### config.mk
export PLATFORM = sky130hd
export DESIGN_NAME = interboard_tx_arbiter
export DESIGN_NICKNAME = d
export VERILOG_FILES = /design/src/rtl/interboard_tx_arbiter_pkg.sv /design/src/rtl/interboard_tx_arbiter_rr_arbiter.sv /design/src/rtl/interboard_tx_arbiter.sv
export SDC_FILE = /design/constraint.sdc
export NUM_CORES = 1
export LEC_CHECK = 0
export ABC_AREA = 1
export CORE_MARGIN = 5
export CORE_UTILIZATION = 47
export DETAILED_ROUTE_END_ITERATION = 12
export PLACE_DENSITY = 0.77
export SLEW_MARGIN = 20
export SYNTH_ARGS = -nofsm -noshare
export SYNTH_HDL_FRONTEND = slang
export SYNTH_SLANG_ARGS = --single-unit
### constraint.sdc
create_clock -name clk -period 4.5 [get_ports clk]
set_clock_uncertainty 0.2 [all_clocks]
set_input_delay 0.675 -clock clk [delete_from_list [all_inputs] [get_ports clk]]
set_output_delay 0.675 -clock clk [all_outputs]
set_load 0.1 [all_outputs]
### src/rtl/interboard_tx_arbiter_pkg.sv
// Shared types for the interboard transmit arbiter: message layout, FSM states,
// message type codes and the round-robin pointer helper.
package interboard_tx_arbiter_pkg;

  localparam int MSG_W = 22;
  localparam int GID_W = 3;

  localparam logic [3:0] MSG_MOVE     = 4'h1;
  localparam logic [3:0] MSG_DRAW     = 4'h2;
  localparam logic [3:0] MSG_END_TURN = 4'h3;
  localparam logic [3:0] MSG_RESET    = 4'h4;

  typedef enum logic [1:0] {IDLE, ISSUE, WAIT_ACK, WAIT_DONE} arb_state_t;

  typedef struct packed {
    logic       move_dir;
    logic [4:0] block_x;
    logic [2:0] block_y;
    logic [3:0] msg_type;
    logic [5:0] card;
    logic [2:0] sel_len;
  } msg_t;

  function automatic logic [GID_W-1:0] wrap_inc(input logic [GID_W-1:0] id, input int n);
    return (int'(id) == n - 1) ? '0 : id + 1'b1;
  endfunction

endpackage

### src/rtl/interboard_tx_arbiter_rr_arbiter.sv
// Combinational round-robin picker: first set request at or after ptr, wrapping.
module rr_arbiter
  import interboard_tx_arbiter_pkg::*;
#(
  parameter int NUM_REQ = 4
) (
  input  logic [NUM_REQ-1:0] req,
  input  logic [GID_W-1:0]   ptr,
  output logic [NUM_REQ-1:0] gnt,
  output logic [GID_W-1:0]   gnt_idx,
  output logic               gnt_vld
);

  logic [2*NUM_REQ-1:0] req_dbl;
  logic [NUM_REQ-1:0]   req_rot;
  logic [GID_W-1:0]     ofs;
  int                   sum;

  // Rotate so that bit 0 is the requester at ptr; a plain priority scan then wraps.
  assign req_dbl = {req, req} >> ptr;
  assign req_rot = req_dbl[NUM_REQ-1:0];

  always_comb begin
    gnt_vld = 1'b0;
    ofs     = '0;
    for (int k = 0; k < NUM_REQ; k++) begin
      if (!gnt_vld && req_rot[k]) begin
        gnt_vld = 1'b1;
        ofs     = GID_W'(k);
      end
    end
    sum = int'(ptr) + int'(ofs);
    if (sum >= NUM_REQ) sum = sum - NUM_REQ;
    gnt_idx = GID_W'(sum);
  end

  always_comb begin
    gnt = '0;
    for (int i = 0; i < NUM_REQ; i++) gnt[i] = gnt_vld && (gnt_idx == GID_W'(i));
  end

endmodule

### src/rtl/interboard_tx_arbiter.sv
// Shares the interboard transmitter between game-control requesters: one queued
// message per requester, round-robin grant, inter_ready handshake with ack timeout.
module interboard_tx_arbiter
  import interboard_tx_arbiter_pkg::*;
#(
  parameter int NUM_REQ     = 4,
  parameter int PAYLOAD_W   = MSG_W,
  parameter int ACK_TIMEOUT = 255
) (
  input  logic                         clk,
  input  logic                         rst,
  input  logic                         interboard_rst,
  input  logic [NUM_REQ-1:0]           req_en,
  input  logic [NUM_REQ*PAYLOAD_W-1:0] req_payload,
  output logic [NUM_REQ-1:0]           req_done,
  output logic [NUM_REQ-1:0]           req_pending,
  output logic                         req_overflow,
  input  logic                         inter_ready,
  output logic                         ctrl_en,
  output logic                         ctrl_move_dir,
  output logic [4:0]                   ctrl_block_x,
  output logic [2:0]                   ctrl_block_y,
  output logic [3:0]                   ctrl_msg_type,
  output logic [5:0]                   ctrl_card,
  output logic [2:0]                   ctrl_sel_len,
  output logic [GID_W-1:0]             grant_id,
  output logic                         arb_busy,
  output logic                         ack_timeout
);

  localparam int CNT_W = $clog2(ACK_TIMEOUT + 1);

  logic [NUM_REQ-1:0][PAYLOAD_W-1:0] req_pl, slot_q;
  logic [NUM_REQ-1:0]                pending_q, gnt_oh, done_oh;
  logic [GID_W-1:0]                  gnt_idx, rr_ptr;
  logic                              gnt_vld, to_hit, finish;
  logic [PAYLOAD_W-1:0]              gnt_pl;
  logic [CNT_W-1:0]                  to_cnt;
  msg_t                              ctrl_q;
  arb_state_t                        state;

  assign req_pl = req_payload;

  assign to_hit = (state == WAIT_ACK) && inter_ready && (to_cnt == CNT_W'(ACK_TIMEOUT - 1));
  assign finish = to_hit || ((state == WAIT_DONE) && inter_ready);

  always_comb begin
    done_oh = '0;
    for (int i = 0; i < NUM_REQ; i++) done_oh[i] = finish && (grant_id == GID_W'(i));
  end

  // Slot i only accepts while empty; its pending bit drops on the finish edge, so a
  // request raised during the matching req_done cycle is captured as a new message.
  for (genvar i = 0; i < NUM_REQ; i++) begin : g_slot
    logic                 pend;
    logic [PAYLOAD_W-1:0] data;

    always_ff @(posedge clk or posedge rst) begin
      if (rst) begin
        pend <= 1'b0;
        data <= '0;
      end else if (interboard_rst) begin
        pend <= 1'b0;
        data <= '0;
      end else if (req_en[i] && !pend) begin
        pend <= 1'b1;
        data <= req_pl[i];
      end else if (done_oh[i]) begin
        pend <= 1'b0;
      end
    end

    assign pending_q[i] = pend;
    assign slot_q[i]    = data;
  end

  rr_arbiter #(.NUM_REQ(NUM_REQ)) u_rr (
    .req     (pending_q),
    .ptr     (rr_ptr),
    .gnt     (gnt_oh),
    .gnt_idx (gnt_idx),
    .gnt_vld (gnt_vld)
  );

  always_comb begin
    gnt_pl = '0;
    for (int i = 0; i < NUM_REQ; i++)
      if (gnt_oh[i]) gnt_pl = gnt_pl | slot_q[i];
  end

  always_ff @(posedge clk or posedge rst) begin
    if (rst) begin
      state        <= IDLE;
      rr_ptr       <= '0;
      grant_id     <= '0;
      ctrl_q       <= '0;
      ctrl_en      <= 1'b0;
      req_done     <= '0;
      req_overflow <= 1'b0;
      ack_timeout  <= 1'b0;
      to_cnt       <= '0;
    end else if (interboard_rst) begin
      state        <= IDLE;
      rr_ptr       <= '0;
      grant_id     <= '0;
      ctrl_q       <= '0;
      ctrl_en      <= 1'b0;
      req_done     <= '0;
      req_overflow <= 1'b0;
      ack_timeout  <= 1'b0;
      to_cnt       <= '0;
    end else begin
      ctrl_en      <= 1'b0;
      ack_timeout  <= 1'b0;
      req_done     <= done_oh;
      req_overflow <= |(req_en & pending_q);
      if (finish) begin
        rr_ptr <= wrap_inc(grant_id, NUM_REQ);
        state  <= IDLE;
      end
      unique case (state)
        IDLE: if (gnt_vld && inter_ready) begin
          grant_id <= gnt_idx;
          ctrl_q   <= msg_t'(gnt_pl);
          ctrl_en  <= 1'b1;
          state    <= ISSUE;
        end
        ISSUE: begin
          to_cnt <= '0;
          state  <= WAIT_ACK;
        end
        WAIT_ACK: begin
          if (!inter_ready) state <= WAIT_DONE;
          else if (to_hit)  ack_timeout <= 1'b1;
          else              to_cnt <= to_cnt + 1'b1;
        end
        WAIT_DONE: ;
        default: state <= IDLE;
      endcase
    end
  end

  assign req_pending   = pending_q;
  assign arb_busy      = (state != IDLE);
  assign ctrl_move_dir = ctrl_q.move_dir;
  assign ctrl_block_x  = ctrl_q.block_x;
  assign ctrl_block_y  = ctrl_q.block_y;
  assign ctrl_msg_type = ctrl_q.msg_type;
  assign ctrl_card     = ctrl_q.card;
  assign ctrl_sel_len  = ctrl_q.sel_len;

endmodule

==> results of run 1 <==
-- where the power goes --
group          switching (mW)  internal [mW]  leakage, nW
combinational            1.41          0.498         2.16
clock                   0.484          0.736        0.246
sequential              0.107           1.37         1.81
-- registers in the layout, summed over array words and instances (netlist names) --
name,flops
g_slot.pend,4
ack_timeout,1
ctrl_sel_len,3
req_done,4
rr_ptr,3
ctrl_card,6
to_cnt,8
ctrl_block_y,3
ctrl_block_x,5
req_overflow,1
ctrl_msg_type,4
grant_id,3
ctrl_move_dir,1
state,2
ctrl_en,1
g_slot.data,88
-- critical path, stage by stage (launching register included) --
cell	delay, ps
dfrtp_1	560
inv_1	100
nand2_1	90
nand3_1	110
nand2_1	100
a21oi_2	50
nor3_1	210
inv_1	90
fa_1	610
inv_1	80
nor2_1	120
buf_4	260
nand3_1	100
nand2_1	160
o21ai_1	90
nand2_1	90
-- final timing paths --
check / from / endpoint / slack (ps) / depth (start not counted)
worst min-delay path: ctrl_card[3] / ctrl_card[3] / 290 / 2
worst max register to register: g_slot[3].pend / ctrl_sel_len[2] / 1400 / 15
min in group asynchronous: rst / g_slot[3].data[8] / 620 / 3
worst max-delay path: g_slot[3].pend / ctrl_sel_len[2] / 1400 / 15
max in group asynchronous: rst / g_slot[0].data[9] / 2940 / 3
worst min register to register: ctrl_card[3] / ctrl_card[3] / 290 / 2
-- kinds of logic after synthesis --
kind of cell               after synthesis
adders and majority gates                9
and+or+nand+nor                        484
buffers and inverters                  121
xor gates and xnor gates                 1
DFF                                    137
AOI/OAI and AO/OA                       83
-- layout make-up --
type	instances	area (µm²)
timing repair buffer	144	1440
clock inverter	3	17.5
inverter	62	239
multi-input combinational	577	2860
fill	1282	5670
clock buffer	26	489
tap	184	230
sequential	137	3430
-- layer usage --
metal / part of all wire (%) / global-route usage (%) / wire, µm
met4: 2.4 / 8.01 / 464
met2: 47 / 36.2 / 9030
met3: 6.6 / 5.32 / 1270
met5: 0 / 0 / 0
met1: 44 / 32.0 / 8330
-- synth_stat cells, types with 2 or more instances --
cell type / instances
buf_4: 6
nand3_1: 239
dfrtp_1: 137
clkbuf_1: 35
nand2_2: 2
o22ai_1: 4
buf_6: 3
nor2_1: 19
inv_2: 9
o21ai_0: 33
nand4_1: 3
buf_1: 3
nand2_1: 187
a21oi_1: 12
o21ai_1: 30
ha_1: 8
inv_1: 53
buf_2: 12
nor3_1: 7
nand3_2: 21
-- through the flow --
| step | instances | cell area [µm²] |
|---|---|---|
| global route | 1133 | 8700 |
| floorplan | 835 | 6800 |
| detailed placement | 1104 | 8190 |
| global placement | 1104 | 8190 |
| CTS | 1133 | 8700 |
| finish | 1133 | 8700 |
==> flow_metrics.tcl, run 1 <==
set metrics [dict create \
    io_buffers 132 \
    nNetsFinal 1044 \
    core.rowCount 44 \
    peakVddDrop_mv 0.301 \
    grt_max_degree 138 \
    wl_per_cell_um 16.9 \
    core_area_um2 14400 \
    min_period_ps 3100 \
    syn_area_um2 6800 \
    path_clk_slew_ps 50 \
    synthArstFlopShare_pct 100 \
    rsz0062_at_grt "no" \
    start_kind "flop" \
    htreeDepth 4 \
    start_util_pct 47.3 \
    die_w_um 130 \
    crit_path_max_fanout 22 \
    place_congestion 0.851 \
    syn_inst 835 \
    drtIter0Drc 636 \
    synth-simple-area-share_pct 33.7 \
    synth-edff-count 0 \
    fmax_mhz 322 \
    yosysSeqAreaShare_pct 50.5 \
    route.detailed.drc 0 \
    synth_top_family_by_area "simple AND/OR/NAND/NOR gates" \
    fin_ws_ps 1400 \
    hold_class "flop to flop" \
    die_area_um2 17000 \
    synth_compound_area_share_pct 6.39 \
    synth_fa_ha_area_share_pct 1.77 \
    vias_per_cell 5.43 \
    cp.required_ps 4650 \
    drv_cap 0 \
    cts.sinks 137 \
    cts.repair.resized 0 \
    grt_pass1_wl_um 30500 \
    status "finished clean" \
    drive_gt1_share_pct 7.80 \
    mostFrequentLayoutCells "nand3_1, nand2_1, dfrtp_1" \
    dpl_worst_slack_ps 1410 \
    maxSlewHeadroom_pct 33.9 \
    hold_slack_ps 285 \
    first_global_vias 5966 \
    postCtsSetupBuffers 0 \
    p_per_area_nw_per_um2 528 \
    synth_top_area_share_pct 50.5 \
    track_usage_pct 23.2 \
    ant_nets 0 \
    num_vias 6156 \
    fp.dieH_um 130 \
    critPathArrivalTime_ps 3250 \
    layout_worst_path_cycle_share_pct 68.9 \
    synth_xor_area_share_pct 0.129 \
    cts_buffers 17 \
    setup_tns_ps 0 \
    dpl.hpwl_um 13100 \
    maxSlewViolCount 0 \
    drt-pass1-iter-count 5 \
    drt_wl_total_um 19100 \
    total_power_mw 4.60 \
    overflow 0 \
    synth-seq-cells 137 \
    synth_ff_type "dfrtp_1" \
    clk_latency_ps 420 \
    synth_area_leader_cell "dfrtp_1" \
    final_core_util_pct 60.5 \
    cts_tree "done" \
    antenna_found_initial 0 \
    root_buffer "clkbuf_16" \
    worst_setup_path_end_kind "flop" \
    clockBufferDepth 2 \
    yosysWarnings 0 \
    syn_to_final_growth_pct 28.0 \
    synth_area_leaders "dfrtp_1, nand3_1, nand2_1" \
    syn_nets 940 \
    ctsHoldBuffers 0 \
    yosysUniqueCellTypes 32 \
    tightestPinTransition_ps 989 \
    setup_viol 0 \
    synth.area.mux_share_pct 0 \
    avgSynthCellArea_um2 8.14 \
    leakagePower_nw 4.22 \
    antennaDiodeCount 0 \
    ioPinCount 133 \
    crit_type "flop to flop" \
    hold_viol 0 \
    layout_commonest_cell "nand3_1" \
]
Power figures use the tool's default switching activity.
==> run 2, diff against run 1 <==
==> constraint.sdc (replaced) <==
create_clock -name clk -period 2.7 [get_ports clk]
set_clock_uncertainty 0.2 [all_clocks]
set_input_delay 0.405 -clock clk [delete_from_list [all_inputs] [get_ports clk]]
set_output_delay 0.405 -clock clk [all_outputs]
set_load 0.1 [all_outputs]
==> flow_metrics.tcl, run 2 (synthesis gave the netlist of run 1 again) <==
set metrics [dict create \
    status "complete, but fails checks" \
    violations "negative setup slack" \
    crit_path_max_fanout 6 \
    core_area_um2 14400 \
    drtIter0Drc 692 \
    clk_latency_ps 420 \
    layout_worst_path_cycle_share_pct 109 \
    track_usage_pct 23.6 \
    peakVddDrop_mv 0.990 \
    slowest_delay_ps 480 \
    r2r_slack_ps -250 \
    die_area_um2 17000 \
    num_vias 6460 \
    maxSlewHeadroom_pct 51.1 \
    cts_tree "done" \
    route.detailed.drc 0 \
    start_util_pct 47.3 \
    cp.required_ps 2850 \
    path_clk_slew_ps 60 \
    tightestPinTransition_ps 731 \
    hold_slack_ps 70.0 \
    antenna_found_initial 0 \
    layout_commonest_cell "nand3_1" \
    regMostFlops "g_slot.data" \
    vias_per_cell 5.53 \
    final_area_um2 9240 \
    worst_setup_path_end_kind "flop" \
    place_congestion 0.910 \
    clockBufferDepth 2 \
    drive_gt1_share_pct 19.4 \
    first_global_vias 6082 \
    setup_viol 22 \
    antennaDiodeCount 0 \
    path_buf_inv 5 \
    maxSlewViolCount 0 \
    hold_viol 0 \
    cts_buffers 17 \
    grt_pass1_wl_um 31200 \
    drv_cap 0 \
    dpl.hpwl_um 13400 \
    fin_ws_ps -248 \
    wl_per_cell_um 16.9 \
    crit_chain "clkinv_4 > nand2_4 > nand3_2 > nand3_2 > a41oi_2 > nor2_1 > ha_2 > inv_2 > fa_2 > buf_6 > nor2_4 > buf_6 > buf_16 > nand3_1 > nand2_1 > o21ai_1 > nand2_1" \
    io_buffers 132 \
    nNetsFinal 1077 \
    largest_reg_flops 88 \
    crit_family "simple AND/OR/NAND/NOR gates" \
    drt_wl_total_um 19700 \
    drt-pass1-iter-count 5 \
    grt_max_degree 88 \
    start_kind "flop" \
    die_w_um 130 \
    root_buffer "clkbuf_16" \
    fmax_mhz 339 \
    htreeDepth 4 \
    leakagePower_nw 4.55 \
    ioPinCount 133 \
    cp_slowest_cell "dfrtp_2" \
    crit_type "flop to flop" \
    mostFrequentLayoutCells "nand3_1, nand2_1, dfrtp_1" \
    p_per_area_nw_per_um2 949 \
    hold_class "input port to async pin" \
    ant_nets 0 \
    final_core_util_pct 64.3 \
    cts.sinks 137 \
    rsz0062_at_grt "yes" \
    min_period_ps 2950 \
    critPathArrivalTime_ps 3100 \
    syn_to_final_growth_pct 36.0 \
    overflow 0 \
    dpl-instance-area_um2 8330 \
    fp.dieH_um 130 \
    core.rowCount 44 \
]
==> run 2: cell types whose count changed in the layout (fill, tap and decap cells not counted), moves of 5 or more <==
cell,change
buf_6,+5
nand3_2,+7
clkdlybuf4s50_1,-37
nand3_1,-8
buf_4,+56
nand2_2,+17
nand2_1,-20
buf_12,+6
==> run 2: what timing repair did <==
action                                  CTS  global route
gates cloned                              2             1
hold buffers                              0             0
setup buffers                             9             1
pin swaps                                19             7
endpoints found under the setup margin   22            22
gates resized for setup                  37            21
==> run 2: worst paths after layout <==
check | from | endpoint | cells past startpoint
max | rr_ptr[0] | ctrl_block_x[3] | 17
min | rst | g_slot[3].data[15] | 2
max reg2reg | rr_ptr[0] | ctrl_block_x[3] | 17
min reg2reg | ctrl_msg_type[2] | ctrl_msg_type[2] | 2
max in group asynchronous | rst | g_slot[3].pend | 3
min in group clk | ctrl_msg_type[2] | ctrl_msg_type[2] | 2
==> run 2: per-layer routing <==
layer / wire, µm / global-route usage [%] / share of wire (%)
met1: 8350 / 32.2 / 42
met2: 9560 / 37.9 / 48
met3: 1410 / 4.99 / 7.1
met4: 397 / 7.33 / 2.0
met5: 0 / 0 / 0
==> run 2: area by class of cell <==
| cell class | count | area (µm²) |
|---|---|---|
| sequential | 137 | 3430 |
| clock inverter | 10 | 95.1 |
| multi-input combinational | 577 | 3020 |
| clock buffer | 22 | 474 |
| fill | 1166 | 5130 |
| timing repair buffer | 177 | 1740 |
| tap | 184 | 230 |
| inverter | 62 | 246 |
==> run 2: per-stage QoR <==
| step | TNS [ps] | setup slack [ps] | power [mW] | std cells |
|---|---|---|---|---|
| final | -4810 | -248 | 8.77 | 1169 |
| after floorplan | 0 | 13.5 | 4.75 | 835 |
| after global placement | -2770 | -188 | 5.82 | 1124 |
| after global routing | -7880 | -384 | 9.17 | 1169 |
| after detailed placement | -4760 | -286 | 5.87 | 1124 |
| after CTS | -3330 | -185 | 8.54 | 1167 |
==> run 2: power by group <==
group | internal (mW) | switching (mW) | leakage, nW
clock network | 1.34 | 0.869 | 0.264
registers | 2.28 | 0.198 | 1.81
logic | 1.47 | 2.62 | 2.47
total | 5.08 | 3.68 | 4.55
==> run 3, diff against run 2 <==
--- a/config.mk
+++ b/config.mk
@@ -9,7 +9,7 @@
 export CORE_MARGIN = 5
 export CORE_UTILIZATION = 47
 export DETAILED_ROUTE_END_ITERATION = 12
-export PLACE_DENSITY = 0.77
+export PLACE_DENSITY_LB_ADDON = 0.12
 export SLEW_MARGIN = 20
 export SYNTH_ARGS = -nofsm -noshare
 export SYNTH_HDL_FRONTEND = slang
==> flow_metrics.tcl, run 3 (synthesis gave the netlist of run 1 again) <==
set metrics [dict create \
    power_frac_comb_pct 45.3 \
    antenna_found_initial 0 \
    critPathArrivalTime_ps 3160 \
    wl_per_cell_um 17.1 \
    cts_buffers 17 \
    worst_setup_path_end_kind "flop" \
    r2r_start "rr_ptr[0]" \
    num_vias 6381 \
    core_area_um2 14400 \
    vias_per_cell 5.49 \
    p_clk_share_pct 26.4 \
    grt_max_degree 85 \
    peakVddDrop_mv 0.811 \
    ctsHoldBuffers 0 \
    track_usage_pct 24.3 \
    p_seq_share_pct 28.3 \
    drtIter0Drc 537 \
    maxSlewViolCount 0 \
    overflow 0 \
    path_clk_slew_ps 60 \
    dpl-instance-area_um2 8340 \
    mostFrequentLayoutCells "nand3_1, nand2_1, dfrtp_1" \
    p_switching_mw 3.64 \
    setup_viol 22 \
    first_global_vias 6283 \
    path_buf_inv 4 \
    clk_latency_ps 430 \
    start_util_pct 47.3 \
    io_buffers 132 \
    setup_tns_ps -5330 \
    fin_ws_ps -301 \
    reg2regPathDepth 15 \
    dpl.hpwl_um 13900 \
    root_buffer "clkbuf_16" \
    tightestPinTransition_ps 810 \
    final_area_um2 9170 \
    min_period_ps 3000 \
    drt_wl_total_um 19900 \
    route.detailed.drc 0 \
    layout_commonest_cell "nand3_1" \
    drv_cap 0 \
    rsz0062_at_grt "yes" \
    largest_reg_flops 88 \
    intPower_mw 5.10 \
    fp.dieH_um 130 \
    clockBufferDepth 2 \
    crit_path_max_fanout 7 \
    layout_worst_path_cycle_share_pct 111 \
    ioPinCount 133 \
    r2r_slack_ps -300 \
    leakagePower_nw 4.53 \
    nNetsFinal 1071 \
    regMostFlops "g_slot.data" \
    cp.required_ps 2860 \
    drive_gt1_share_pct 18.8 \
    cts.sinks 137 \
    antennaDiodeCount 0 \
    cp_slowest_cell "fa_2" \
    die_w_um 130 \
    dpl_worst_slack_ps -263 \
    hold_viol 0 \
    start_kind "flop" \
    die_area_um2 17000 \
    core.rowCount 44 \
    place_congestion 0.842 \
    slowest_delay_ps 630 \
    reg2reg_to "ctrl_msg_type[0]" \
    fmax_mhz 333 \
    hold_class "input port to async pin" \
    violations "negative setup slack" \
    p_per_area_nw_per_um2 953 \
    grt_pass1_wl_um 32300 \
    ant_nets 0 \
    crit_type "flop to flop" \
    p_sw_share_pct 41.6 \
    crit_family "simple AND/OR/NAND/NOR gates" \
    maxSlewHeadroom_pct 45.8 \
    drt-pass1-iter-count 5 \
    cts_tree "done" \
    htreeDepth 4 \
    status "complete, but fails checks" \
    syn_to_final_growth_pct 34.9 \
    crit_chain "inv_4 > nand3_1 > nand3_2 > a41oi_2 > nor2_1 > ha_2 > inv_2 > fa_2 > inv_4 > nor2_4 > clkbuf_16 > nand3_1 > nand2_2 > o21ai_1 > nand2_1" \
]
==> run 3: cell count changes in the layout (fill, tap and decap cells not counted), sizes merged <==
cell      before  now
inv           60   61
bufinv         1    2
clkinv         5    6
clkinvlp       6    1
clkbuf        23   25
buf           81   74
==> run 3: routing by layer <==
metal,GRT usage [%],wire (µm),vias to the layer above
met4,6.60,203,0
met1,33.3,8660,3097
met2,39.3,9800,206
li1,-,-,3058
met5,0,0,-
met3,5.03,1200,20
==> run 3: cell type report <==
class                   count  area (µm²)
clock buffers              23         488
clock inverters             8        93.8
flip-flops and latches    137        3430
repair buffers            171        1690
inverters                  62         246
fillers                  1211        5200
multi-input cells         577        2990
well taps                 184         230
==> run 3: how the worst max path moves through the flow <==
stage,from,endpoint,cells past startpoint
after global routing,rr_ptr[0],ctrl_msg_type[0],15
after floorplan,rr_ptr[0],ctrl_block_x[1],14
after global placement,rr_ptr[0],ctrl_card[0],14
after detailed placement,rr_ptr[0],ctrl_card[0],16
after CTS,rr_ptr[0],ctrl_card[0],15
final,rr_ptr[0],ctrl_msg_type[0],15
==> run 3: timing repair <==
item                       in CTS  in global routing
buffers inserted                1                  4
gates cloned                    0                  3
pin swaps                       1                 12
setup endpoints to repair      22                 22
resized for setup              14                 33
==> run 3: power groups by stage <==
stage / clock network, mW / registers [mW] / logic [mW]
2_1_floorplan: 0 / 3.10 / 1.64
3_3_place_gp: 0 / 2.49 / 3.37
3_5_place_dp: 0 / 2.49 / 3.41
4_1_cts: 2.34 / 2.46 / 3.51
5_1_grt: 2.43 / 2.49 / 4.22
6_report: 2.31 / 2.47 / 3.96
==> run 3: stage by stage <==
| step | cells | hold WS (ps) | utilization, % | power, mW |
|---|---|---|---|---|
| after floorplan | 835 | 277 | - | 4.75 |
| after global placement | 1123 | 266 | 58.1 | 5.86 |
| after CTS | 1155 | 163 | 62.4 | 8.31 |
| after global routing | 1162 | 176 | 63.8 | 9.14 |
| after detailed placement | 1123 | 272 | 58.1 | 5.90 |
| final | 1162 | 161 | 63.8 | 8.74 |
==> run 3: worst reg2reg max path, stage by stage, from the launching register on <==
cell       delay (ps)
dfrtp_2           470
inv_4             120
nand3_1           110
nand3_2           120
a41oi_2            40
nor2_1            140
ha_2              200
inv_2              40
fa_2              630
inv_4              60
nor2_4            220
clkbuf_16         200
nand3_1           100
nand2_2           100
o21ai_1            80
nand2_1           100
